$ cat config.mk
export PLATFORM = sky130hd
export DESIGN_NAME = add_multimot_seq
export DESIGN_NICKNAME = d
export VERILOG_FILES = /design/src/rtl/add_multimot_seq_pkg.sv /design/src/rtl/add_multimot_seq_operation16.sv /design/src/rtl/add_multimot_seq.sv
export SDC_FILE = /design/constraint.sdc
export NUM_CORES = 1
export LEC_CHECK = 0
export CORE_ASPECT_RATIO = 0.9
export CORE_MARGIN = 3
export CORE_UTILIZATION = 45
export CTS_CLUSTER_DIAMETER = 100
export CTS_CLUSTER_SIZE = 30
export DETAILED_ROUTE_END_ITERATION = 12
export GPL_TIMING_DRIVEN = 0
export PLACE_DENSITY = 0.77
export SLEW_MARGIN = 30
export SYNTH_ARGS = -nofsm -noshare
export SYNTH_HDL_FRONTEND = slang
export SYNTH_SLANG_ARGS = --single-unit
$ cat constraint.sdc
create_clock -name clk -period 7.7 [get_ports clk]
set_input_delay 0.77 -clock clk [delete_from_list [all_inputs] [get_ports clk]]
set_output_delay 0.77 -clock clk [all_outputs]
set_load 0.02 [all_outputs]
$ cat src/rtl/add_multimot_seq_pkg.sv
// +----------------------------------------------------------------------+
// | add_multimot_seq_pkg                                                 |
// | Shared word width and controller state encoding for the multi-word   |
// | sequential adder.                                                    |
// | Rev 1.0 - initial release                                            |
// +----------------------------------------------------------------------+
`default_nettype none

package add_multimot_seq_pkg;

  localparam int LARGEUR_MOT = 16;

  typedef enum logic [1:0] {
    IDLE = 2'd0,
    CALC = 2'd1,
    DONE = 2'd2
  } state_t;

endpackage

`default_nettype wire

$ cat src/rtl/add_multimot_seq_operation16.sv
// +----------------------------------------------------------------------+
// | operation16                                                          |
// | 16-bit adder slice: s = a + b + r0, r1 is the carry out.             |
// | Rev 1.0 - initial release                                            |
// +----------------------------------------------------------------------+
`default_nettype none

module operation16
  import add_multimot_seq_pkg::*;
(
  input  logic [LARGEUR_MOT-1:0] a,
  input  logic [LARGEUR_MOT-1:0] b,
  input  logic                   r0,
  output logic [LARGEUR_MOT-1:0] s,
  output logic                   r1
);

  assign {r1, s} = {1'b0, a} + {1'b0, b} + {{LARGEUR_MOT{1'b0}}, r0};

endmodule

`default_nettype wire

$ cat src/rtl/add_multimot_seq.sv
// +----------------------------------------------------------------------+
// | add_multimot_seq                                                     |
// | Multi-word adder: one 16-bit slice per clock through operation16,    |
// | LSW first, with ready/valid handshakes on both sides.                |
// | Rev 1.0 - initial release                                            |
// +----------------------------------------------------------------------+
`default_nettype none

module add_multimot_seq
  import add_multimot_seq_pkg::*;
#(
  parameter int NB_MOTS = 4
) (
  input  logic                           clk,
  input  logic                           rst_n,
  input  logic                           in_valid,
  output logic                           in_ready,
  input  logic [LARGEUR_MOT*NB_MOTS-1:0] a,
  input  logic [LARGEUR_MOT*NB_MOTS-1:0] b,
  input  logic                           cin,
  output logic                           out_valid,
  input  logic                           out_ready,
  output logic [LARGEUR_MOT*NB_MOTS-1:0] s,
  output logic                           cout,
  output logic                           ovf
);

  localparam int c_w     = LARGEUR_MOT * NB_MOTS;
  localparam int c_idx_w = (NB_MOTS > 1) ? $clog2(NB_MOTS) : 1;
  localparam logic [c_idx_w-1:0] c_last_idx = c_idx_w'(NB_MOTS - 1);

  state_t               r_state;
  state_t               w_state_nxt;
  logic [c_w-1:0]       r_a;
  logic [c_w-1:0]       r_b;
  logic [c_w-1:0]       r_s;
  logic [c_idx_w-1:0]   r_idx;
  logic                 r_carry;
  logic                 r_cout;
  logic                 r_ovf;
  logic [LARGEUR_MOT-1:0] w_a_slice;
  logic [LARGEUR_MOT-1:0] w_b_slice;
  logic [LARGEUR_MOT-1:0] w_sum;
  logic                 w_r1;
  logic                 w_last;

  assign w_a_slice = r_a[r_idx*LARGEUR_MOT +: LARGEUR_MOT];
  assign w_b_slice = r_b[r_idx*LARGEUR_MOT +: LARGEUR_MOT];
  assign w_last    = (r_idx == c_last_idx);

  // r_carry holds cin for slice 0, then the carry of the previous slice
  operation16 u_operation16 (
    .a  (w_a_slice),
    .b  (w_b_slice),
    .r0 (r_carry),
    .s  (w_sum),
    .r1 (w_r1)
  );

  always_ff @(posedge clk or negedge rst_n) begin
    if (!rst_n) begin
      r_state <= IDLE;
    end else begin
      r_state <= w_state_nxt;
    end
  end

  always_comb begin
    w_state_nxt = r_state;
    in_ready    = 1'b0;
    out_valid   = 1'b0;
    case (r_state)
      IDLE: begin
        in_ready = 1'b1;
        if (in_valid) w_state_nxt = CALC;
      end
      CALC: begin
        if (w_last) w_state_nxt = DONE;
      end
      DONE: begin
        out_valid = 1'b1;
        if (out_ready) w_state_nxt = IDLE;
      end
      default: w_state_nxt = IDLE;
    endcase
  end

  always_ff @(posedge clk or negedge rst_n) begin
    if (!rst_n) begin
      r_a     <= '0;
      r_b     <= '0;
      r_s     <= '0;
      r_idx   <= '0;
      r_carry <= 1'b0;
      r_cout  <= 1'b0;
      r_ovf   <= 1'b0;
    end else begin
      case (r_state)
        IDLE: begin
          if (in_valid) begin
            r_a     <= a;
            r_b     <= b;
            r_carry <= cin;
            r_idx   <= '0;
          end
        end
        CALC: begin
          r_s[r_idx*LARGEUR_MOT +: LARGEUR_MOT] <= w_sum;
          r_carry <= w_r1;
          if (w_last) begin
            r_cout <= w_r1;
            // the MSW slice being written carries the sign of the result
            r_ovf  <= (r_a[c_w-1] == r_b[c_w-1]) && (w_sum[LARGEUR_MOT-1] != r_a[c_w-1]);
          end else begin
            r_idx <= r_idx + 1'b1;
          end
        end
        default: ;
      endcase
    end
  end

  assign s    = r_s;
  assign cout = r_cout;
  assign ovf  = r_ovf;

endmodule

`default_nettype wire
Word level (Yosys, flattened, before mapping)
Cells that the tools add are included.
Widths: inputs -> output; s select.
{"block": "op_classes", "eq_ne": 9, "n_shift": 4, "n_mux": 12, "add_sub_neg": 4, "n_reduce_logical": 8}
{"operator": "$shiftx 64x7->16", "count": 2}
{"operator": "$bwmux 64", "count": 1}
{"operator": "$shift 16x34->64 const A", "count": 1}
{"operator": "$shiftx 16x34->64", "count": 1}
{"operator": "$neg 6->34", "count": 1}
{"operator": "$add 16x16->17", "count": 1}
{"operator": "$add 17x1->17", "count": 1}
{"operator": "$mux 2", "count": 5}
{"operator": "$ne 2x2->1 const B", "count": 4}
{"operator": "$pmux 2 s3", "count": 1}
{"operator": "$reduce_and 2->1", "count": 3}
{"operator": "$reduce_and 3->1", "count": 2}
{"operator": "$eq 2x2->1 const B", "count": 2}
{"operator": "$pmux 2 s2", "count": 1}
{"operator": "$mux 1", "count": 3}
{"operator": "$add 2x1->2 const B", "count": 1}
{"operator": "$eq 2x1->1 const B", "count": 1}
{"operator": "$logic_not 2->1", "count": 1}
{"operator": "$pmux 1 s2", "count": 1}
{"operator": "$reduce_bool 2->1", "count": 1}
{"operator": "$eq 1x1->1", "count": 1}
{"operator": "$logic_and 1x1->1", "count": 1}
{"operator": "$ne 1x1->1", "count": 1}
{"block": "totals", "wordCells": 45, "register_bits": 199, "input_bits": 133, "output_inout_bits": 68}

Longest topological paths before layout
Gate-level depths: netlist of the first run.
{"block": "depth", "depth_word": 5, "mapped_depth": 12, "mapped_depth_nobuf": 10}

By module
Synthesis of the first run repeated with hierarchy kept, for this count alone.
{"block": "hier_totals", "cells_unflattened": 653, "area_unflattened_um2": 9190.1}
{"module": "add_multimot_seq", "n_inst": 1, "seq_area_each_um2": 4979.8, "area_per_inst_um2": 8456.9, "cells_each": 564}
{"module": "operation16", "n_inst": 1, "seq_area_each_um2": 0.0, "area_per_inst_um2": 733.2, "cells_each": 89}

Worst setup path after synthesis of the first run
No wires, ideal clock.
{"block": "synth_timing", "path_type": "flip-flop to flip-flop", "start": "reg r_idx[0]", "end": "reg r_s[60], in the netlist s[60]", "arrival_ns": 3.265, "required_time_ns": 7.578, "synth_period_minus_slack_ns": 3.386, "path_slack_ns": 4.314, "stages_incl_launch_ff": 13, "path_cell_list": "dfrtp_1 -> buf_2 -> buf_2 -> mux4_2 -> fa_1 -> inv_1 -> fa_1 -> nand2b_1 -> a21oi_2 -> o211ai_2 -> a21oi_1 -> or3_4 -> a32o_1"}
{"block": "synth_via", "elab_chain_cells": 5, "word_cells_on_any_way": 8}
{"item": "start: declaration", "line": "add_multimot_seq.sv:37", "text": "logic [c_idx_w-1:0] r_idx;"}
{"item": "start signal: assignment", "line": "add_multimot_seq.sv:115", "text": "r_idx <= r_idx + 1'b1;"}
{"item": "$shiftx 64x7->16 (on tied branches)", "line": "add_multimot_seq.sv:47, add_multimot_seq.sv:48"}
{"item": "$add 16x16->17", "line": "add_multimot_seq_operation16.sv:18", "text": "assign {r1, s} = {1'b0, a} + {1'b0, b} + {{LARGEUR_MOT{1'b0}}, r0};"}
{"item": "$add 17x1->17", "line": "add_multimot_seq_operation16.sv:18"}
{"item": "$shiftx 16x34->64", "line": "add_multimot_seq.sv:108", "text": "r_s[r_idx*LARGEUR_MOT +: LARGEUR_MOT] <= w_sum;"}
{"item": "$bwmux 64 *", "line": "add_multimot_seq.sv:108"}
{"item": "end signal: indexed assignment", "line": "add_multimot_seq.sv:108"}
{"item": "end: declaration", "line": "add_multimot_seq.sv:36", "text": "logic [c_w-1:0] r_s;"}
Mark *: on every way between the ends. The rest lies on a longest branch, timed or not.
A chain may end at the register's enable or synchronous reset.

Final worst setup path of the first run
{"block": "layout_timing", "start": "reg r_idx[1]", "end": "reg r_s[60], in the netlist s[60]"}
Same word-level chain as after synthesis.

==> results of run 1 <==
==> final timing paths <==
| kind | to | slack [ns] | cells past startpoint |
|---|---|---|---|
| worst max register to register | s[60]$_DFFE_PN0P_ | 3.67 | 12 |
| worst min register to register | r_a[45]$_DFFE_PN0P_ | 0.47 | 2 |
| max in group asynchronous | r_a[20]$_DFFE_PN0P_ | 6.82 | 2 |
| worst max-delay path | s[60]$_DFFE_PN0P_ | 3.67 | 12 |
| min in group clk | r_a[45]$_DFFE_PN0P_ | 0.47 | 2 |
| worst min-delay path | s[25]$_DFFE_PN0P_ | 0.17 | 1 |
==> power by group <==
| part | switching, mW | total [mW] | internal [mW] |
|---|---|---|---|
| Combinational | 1.89 | 3.11 | 1.22 |
| Sequential | 0.266 | 1.75 | 1.49 |
| Clock | 0.406 | 0.895 | 0.489 |
==> cells by family (layout without fill, tap and decap cells) <==
family | count (synthesis) | after routing
compound gates | 122 | 122
simple gates | 444 | 444
mux | 32 | 32
buf+inv | 56 | 290
flops | 199 | 199
xor+xnor | 12 | 12
fa+ha+maj | 23 | 23
==> stage by stage <==
| stage | setup TNS, ns | cell area [um^2] | power (mW) | util (%) | cells |
|---|---|---|---|---|---|
| after floorplan | 0 | 9000 | 3.71 | - | 888 |
| after global placement | -450.95 | 11300 | 4.72 | 58.3 | 1338 |
| after detailed placement | 0 | 11400 | 4.82 | 58.6 | 1340 |
| after CTS | 0 | 12000 | 5.73 | 61.7 | 1372 |
| after global routing | 0 | 12000 | 6.11 | 61.7 | 1372 |
| final | 0 | 12000 | 5.75 | 61.7 | 1372 |
==> synthesized netlist by cell type (3+ instances only) <==
| cell type | count |
|---|---|
| a21o_1 | 5 |
| a21oi_1 | 14 |
| a22o_1 | 48 |
| a32o_1 | 4 |
| buf_2 | 9 |
| clkbuf_1 | 35 |
| dfrtp_1 | 199 |
| ha_1 | 21 |
| inv_1 | 8 |
| mux4_2 | 32 |
| nand2_1 | 410 |
| nand2b_1 | 5 |
| nand4_1 | 4 |
| nor2_1 | 8 |
| o211ai_2 | 3 |
| o21ai_0 | 24 |
| o21bai_1 | 4 |
| or3_1 | 3 |
| xnor2_1 | 8 |
| xor2_1 | 4 |
==> routing by layer <==
metal	part of all wire (%)	vias up	track usage [%]
met5	0	-	0
met4	1.5	0	6.23
met3	7.0	30	4.88
met2	48	319	38.1
met1	44	3680	34.7
li1	-	3425	-
==> cell type report <==
cell class | instances | area (um^2) | share of cell area, %
Tap cell | 250 | 313 | 2.61
Clock inverter | 14 | 148 | 1.23
Multi-Input combinational cell | 633 | 3790 | 31.7
Clock buffer | 18 | 439 | 3.67
Inverter | 8 | 30.0 | 0.251
Buffer | 48 | 203 | 1.69
Sequential cell | 199 | 4980 | 41.6
Timing Repair Buffer | 202 | 2060 | 17.2
==> worst max-delay path: stages (launching register included) <==
cell      delay, ns
dfrtp_1        0.42
clkbuf_1       0.31
clkbuf_1       0.60
mux4_2         0.46
fa_1           0.46
inv_1          0.09
fa_1           0.20
nand2b_1       0.17
a21oi_2        0.08
o211ai_2       0.28
a21oi_1        0.16
o21ai_0        0.47
a32o_1         0.25
==> sequential cells by signal (all words and copies together), names as in the netlist <==
signal   cells
cout         1
ovf          1
r_a         64
r_b         64
r_carry      1
r_idx        2
r_state      2
s           64
==> flow_metrics.py, run 1 <==
metrics = {
    "run_status": {
        "status": "finished clean",
    },
    "worst_setup_path": {
        "reg2reg_from": "r_idx[1]$_DFFE_PN0P_",
        "arrival_ns": 4.40,
        "worstSetupStartpointType": "register",
        "crit_start": "r_idx[1]$_DFFE_PN0P_",
        "cp.required_ns": 8.08,
        "crit_type": "register to register",
        "end_kind": "register",
        "path_max_fanout": 10,
    },
    "routing": {
        "post-route-drc-count": 0,
        "drt_iter0_drc": 560,
        "wirelength_mm": 25.7,
        "vias_per_cell": 5.43,
        "firstDrtPassIters": 5,
        "vias": 7454,
        "avgRoutedWirePerCell_um": 18.7,
        "antenna_left": 0,
    },
    "finish": {
        "final_cell_mix": "nand2_1, dfrtp_1, clkdlybuf4s50_1",
        "n_fill_cell": 1605,
        "n_antenna_cell": 0,
        "area_growth_pct": 32.9,
        "drive_above_1_share_pct": 7.84,
        "mostFrequentLayoutCell": "nand2_1",
        "layout.nets": 1265,
    },
    "logic_synthesis": {
        "yosys.area_share.adder_pct": 3.36,
        "synthSimpleGateAreaFrac_pct": 19.3,
        "synthMuxAreaShare_pct": 8.01,
        "synthTopCellsByArea": "dfrtp_1, nand2_1, mux4_2",
        "synthesis.nets": 1044,
        "synth-seq-area-share_pct": 55.3,
        "yosys.area.top_type": "dfrtp_1",
        "synth_top_family_by_area": "simple AND/OR/NAND/NOR gates",
        "ys.warnings.count": 0,
        "postSynthAreaPerCell_um2": 10.1,
        "synthCells": 888,
        "synthesis.area_mm2": 0.00900,
        "synth_xor_xnor_area_share_pct": 1.17,
        "ys_async_sr_fraction_pct": 100,
        "synth.top_cell.area_share_pct": 55.3,
        "yosysUniqueCellTypes": 48,
        "synth_edf_count": 0,
        "synth_compound_area_share_pct": 10.2,
        "ys_ff_latch": 199,
        "ys.flop_type": "dfrtp_1",
    },
    "global_routing": {
        "first_global_vias": 7424,
        "overflow": 0,
        "grt_pass1_wl_mm": 40.7,
        "track_usage_pct": 24.2,
        "antenna_found_initial": 0,
        "grt_max_degree": 90,
    },
    "place": {
        "placement.io_buffers": 200,
        "dp_hpwl_mm": 19.3,
        "dp_slack_ns": 3.74,
        "place.gp.congestion": 0.880,
    },
    "sta": {
        "fin_ws_ns": 3.67,
        "worst_pin_slew_ns": 0.784,
        "clock.fmax_mhz": 248,
        "clock_skew_ns": 0.00800,
        "setup_violations": 0,
        "hold_violations": 0,
        "rsz0062_at_grt": "no",
        "fin_crit_ns": 4.03,
        "drv_slew": 0,
        "post-route-period-util_pct": 52.3,
        "slew_headroom_pct": 47.8,
        "whs_ns": 0.172,
    },
    "floorplanning": {
        "start_util_pct": 46.4,
        "fp.dieArea_mm2": 0.0217,
        "fp.dieH_um": 140,
        "io_pins": 201,
        "rows": 48,
        "die_w_um": 155,
        "core-area_mm2": 0.0194,
    },
    "job": {
        "maxCapViolCount": 0,
    },
    "clocking": {
        "cts_root_buf": "clkbuf_16",
        "cts_tree": "built",
        "post_cts_resize_count": 0,
        "clockBufferDepth": 2,
        "clk_latency_ns": 0.44,
        "htreeDepth": 4,
        "cts_made_buffers": 17,
        "cts.clk_slew.worst_paths_ns": 0.07,
        "cts_hold_buf": 0,
        "cts_setup_buffers": 0,
        "clock_sinks": 199,
    },
    "pwr": {
        "cellPowerDensity_mw_per_mm2": 481,
        "power.leakage_nw": 5.69,
        "ir_worst_vdd_v": 0.000274,
    },
    "worst_hold_path": {
        "hold_class": "input port to async pin",
    },
}
No activity file was read; power rests on OpenSTA's default activity.
==> run 2, diff against run 1 <==
==> constraint.sdc (replaced) <==
create_clock -name clk -period 4 [get_ports clk]
set_input_delay 0.4 -clock clk [delete_from_list [all_inputs] [get_ports clk]]
set_output_delay 0.4 -clock clk [all_outputs]
set_load 0.02 [all_outputs]
==> run 2 against run 1 <==
  * Clock power rose by 92%
  * Via count rose by 0.66%
  * Die area did not move
==> flow_metrics.py, run 2 (synthesized netlist as in run 1, its figures left out) <==
metrics = {
    "worst_setup_path": {
        "arrival_ns": 4.15,
        "critical_path.cell_chain": "buf_2 -> buf_4 -> mux4_2 -> fa_1 -> inv_1 -> fa_1 -> nand2b_1 -> a21oi_2 -> o211ai_2 -> a21oi_1 -> or3_4 -> a32o_1",
        "worst_path_most_repeated_cell": "fa_1",
        "reg2reg_from": "r_idx[0]$_DFFE_PN0P_",
        "rr_endpoint": "s[60]$_DFFE_PN0P_",
        "r2r_cells": 12,
        "critPathBufInv": 3,
        "timing.reg2reg.setup_slack_ns": 0.18,
        "end_kind": "register",
        "critPathMaxStageDelay_ns": 0.59,
        "cp.required_ns": 4.33,
        "crit_type": "register to register",
        "worstSetupStartpointType": "register",
        "cp_slowest_cell": "mux4_2",
        "path_max_fanout": 10,
        "crit_family": "compound AO/OA/AOI/OAI gates",
    },
    "sta": {
        "rsz0062_at_grt": "no",
        "post-route-period-util_pct": 95.6,
        "setup_violations": 0,
        "slew_headroom_pct": 46.9,
        "clock.fmax_mhz": 261,
        "drv_slew": 0,
        "worst_pin_slew_ns": 0.796,
        "fin_crit_ns": 3.82,
        "hold_violations": 0,
        "whs_ns": 0.401,
        "clock_skew_ns": 0.00717,
    },
    "finish": {
        "n_antenna_cell": 0,
        "final_cell_mix": "nand2_1, dfrtp_1, clkdlybuf4s50_1",
        "final_core_util_pct": 61.7,
        "n_fill_cell": 1602,
        "drive_above_1_share_pct": 7.93,
        "mostFrequentLayoutCell": "nand2_1",
        "area_growth_pct": 33.1,
        "layout.nets": 1266,
    },
    "pwr": {
        "clockPowerShare_pct": 15.5,
        "swShare_pct": 44.4,
        "power.leakage_nw": 5.70,
        "seqPwrFrac_pct": 30.4,
        "p_sw_mw": 4.92,
        "pwr-share-comb_pct": 54.0,
        "p_int_mw": 6.15,
        "ir_worst_vdd_v": 0.000525,
        "cellPowerDensity_mw_per_mm2": 925,
    },
    "clocking": {
        "clk_latency_ns": 0.44,
        "cts.clk_slew.worst_paths_ns": 0.07,
        "cts_tree": "built",
        "htreeDepth": 4,
        "cts_made_buffers": 17,
        "cts_setup_buffers": 0,
        "clock_sinks": 199,
        "clockBufferDepth": 2,
        "cts_root_buf": "clkbuf_16",
    },
    "routing": {
        "avgRoutedWirePerCell_um": 18.8,
        "antenna_left": 0,
        "firstDrtPassIters": 5,
        "vias": 7503,
        "wirelength_mm": 25.7,
        "post-route-drc-count": 0,
        "drt_iter0_drc": 581,
        "vias_per_cell": 5.46,
    },
    "global_routing": {
        "grt_pass1_wl_mm": 40.7,
        "antenna_found_initial": 0,
        "first_global_vias": 7424,
        "grt_max_degree": 90,
        "track_usage_pct": 24.2,
        "overflow": 0,
    },
    "job": {
        "maxCapViolCount": 0,
    },
    "place": {
        "placement.io_buffers": 200,
        "dp_hpwl_mm": 19.3,
        "place.gp.congestion": 0.880,
    },
    "floorplanning": {
        "io_pins": 201,
        "fp.dieArea_mm2": 0.0217,
        "die_w_um": 155,
        "start_util_pct": 46.4,
        "rows": 48,
        "fp.dieH_um": 140,
        "core-area_mm2": 0.0194,
    },
    "run_status": {
        "status": "finished clean",
    },
    "worst_hold_path": {
        "hold_class": "input port to async pin",
    },
}
==> run 2: per-stage QoR <==
step / cell area, um^2 / cells / setup slack [ns] / total power [mW] / TNS, ns
floorplan: 9000 / 888 / 0.614 / 7.14 / 0
global placement: 11300 / 1338 / -5.61 / 9.09 / -1113.62
detailed placement: 11400 / 1340 / 0.0383 / 9.28 / 0
CTS: 12000 / 1373 / 0.0250 / 11.0 / 0
global route: 12000 / 1373 / 0.000904 / 11.8 / 0
finish: 12000 / 1373 / 0.175 / 11.1 / 0
==> run 2: power by group through the flow <==
stage                     Combinational (mW)  Sequential [mW]  Clock [mW]
after floorplan                         3.66             3.47           0
after global placement                  5.73             3.35           0
after detailed placement                5.89             3.39           0
after CTS                               5.93             3.36        1.74
after global routing                    6.50             3.46        1.82
final                                   5.98             3.37        1.72
==> run 2: layer usage <==
layer	global-route usage, %	vias to the layer above	part of all wire, %	wire length (um)
met4	6.23	0	1.5	376
met5	0	-	0	0
met3	4.85	28	7.3	1890
met1	34.7	3707	43	11100
li1	-	3435	-	-
met2	38.1	333	48	12400
==> run 2: worst max path at each step <==
| stage | from | endpoint | slack, ns | depth (start not counted) |
|---|---|---|---|---|
| 2_1_floorplan | r_idx[0]$_DFFE_PN0P_ | s[60]$_DFFE_PN0P_ | 0.61 | 12 |
| 3_3_place_gp | rst_n | r_a[52]$_DFFE_PN0P_ | -5.61 | 1 |
| 3_5_place_dp | r_idx[1]$_DFFE_PN0P_ | s[60]$_DFFE_PN0P_ | 0.04 | 12 |
| 4_1_cts | r_idx[1]$_DFFE_PN0P_ | s[44]$_DFFE_PN0P_ | 0.03 | 12 |
| 5_1_grt | r_idx[1]$_DFFE_PN0P_ | s[57]$_DFFE_PN0P_ | 0.0009 | 10 |
| 6_report | r_idx[0]$_DFFE_PN0P_ | s[60]$_DFFE_PN0P_ | 0.18 | 12 |
==> run 2: layout make-up <==
cell class	instances	area, um^2	share of cell area, %
Tap cell	250	313	2.61
Multi-Input combinational cell	633	3790	31.6
Sequential cell	199	4980	41.6
Inverter	8	30.0	0.251
Timing Repair Buffer	203	2070	17.3
Clock buffer	18	439	3.67
Clock inverter	14	148	1.23
Buffer	48	206	1.72
==> run 2: timing repair <==
item / CTS / global route
endpoints found under the setup margin: 0 / 17
gates resized for setup: 0 / 5
hold endpoints to repair: 26 / 0
hold buffers: 1 / 0
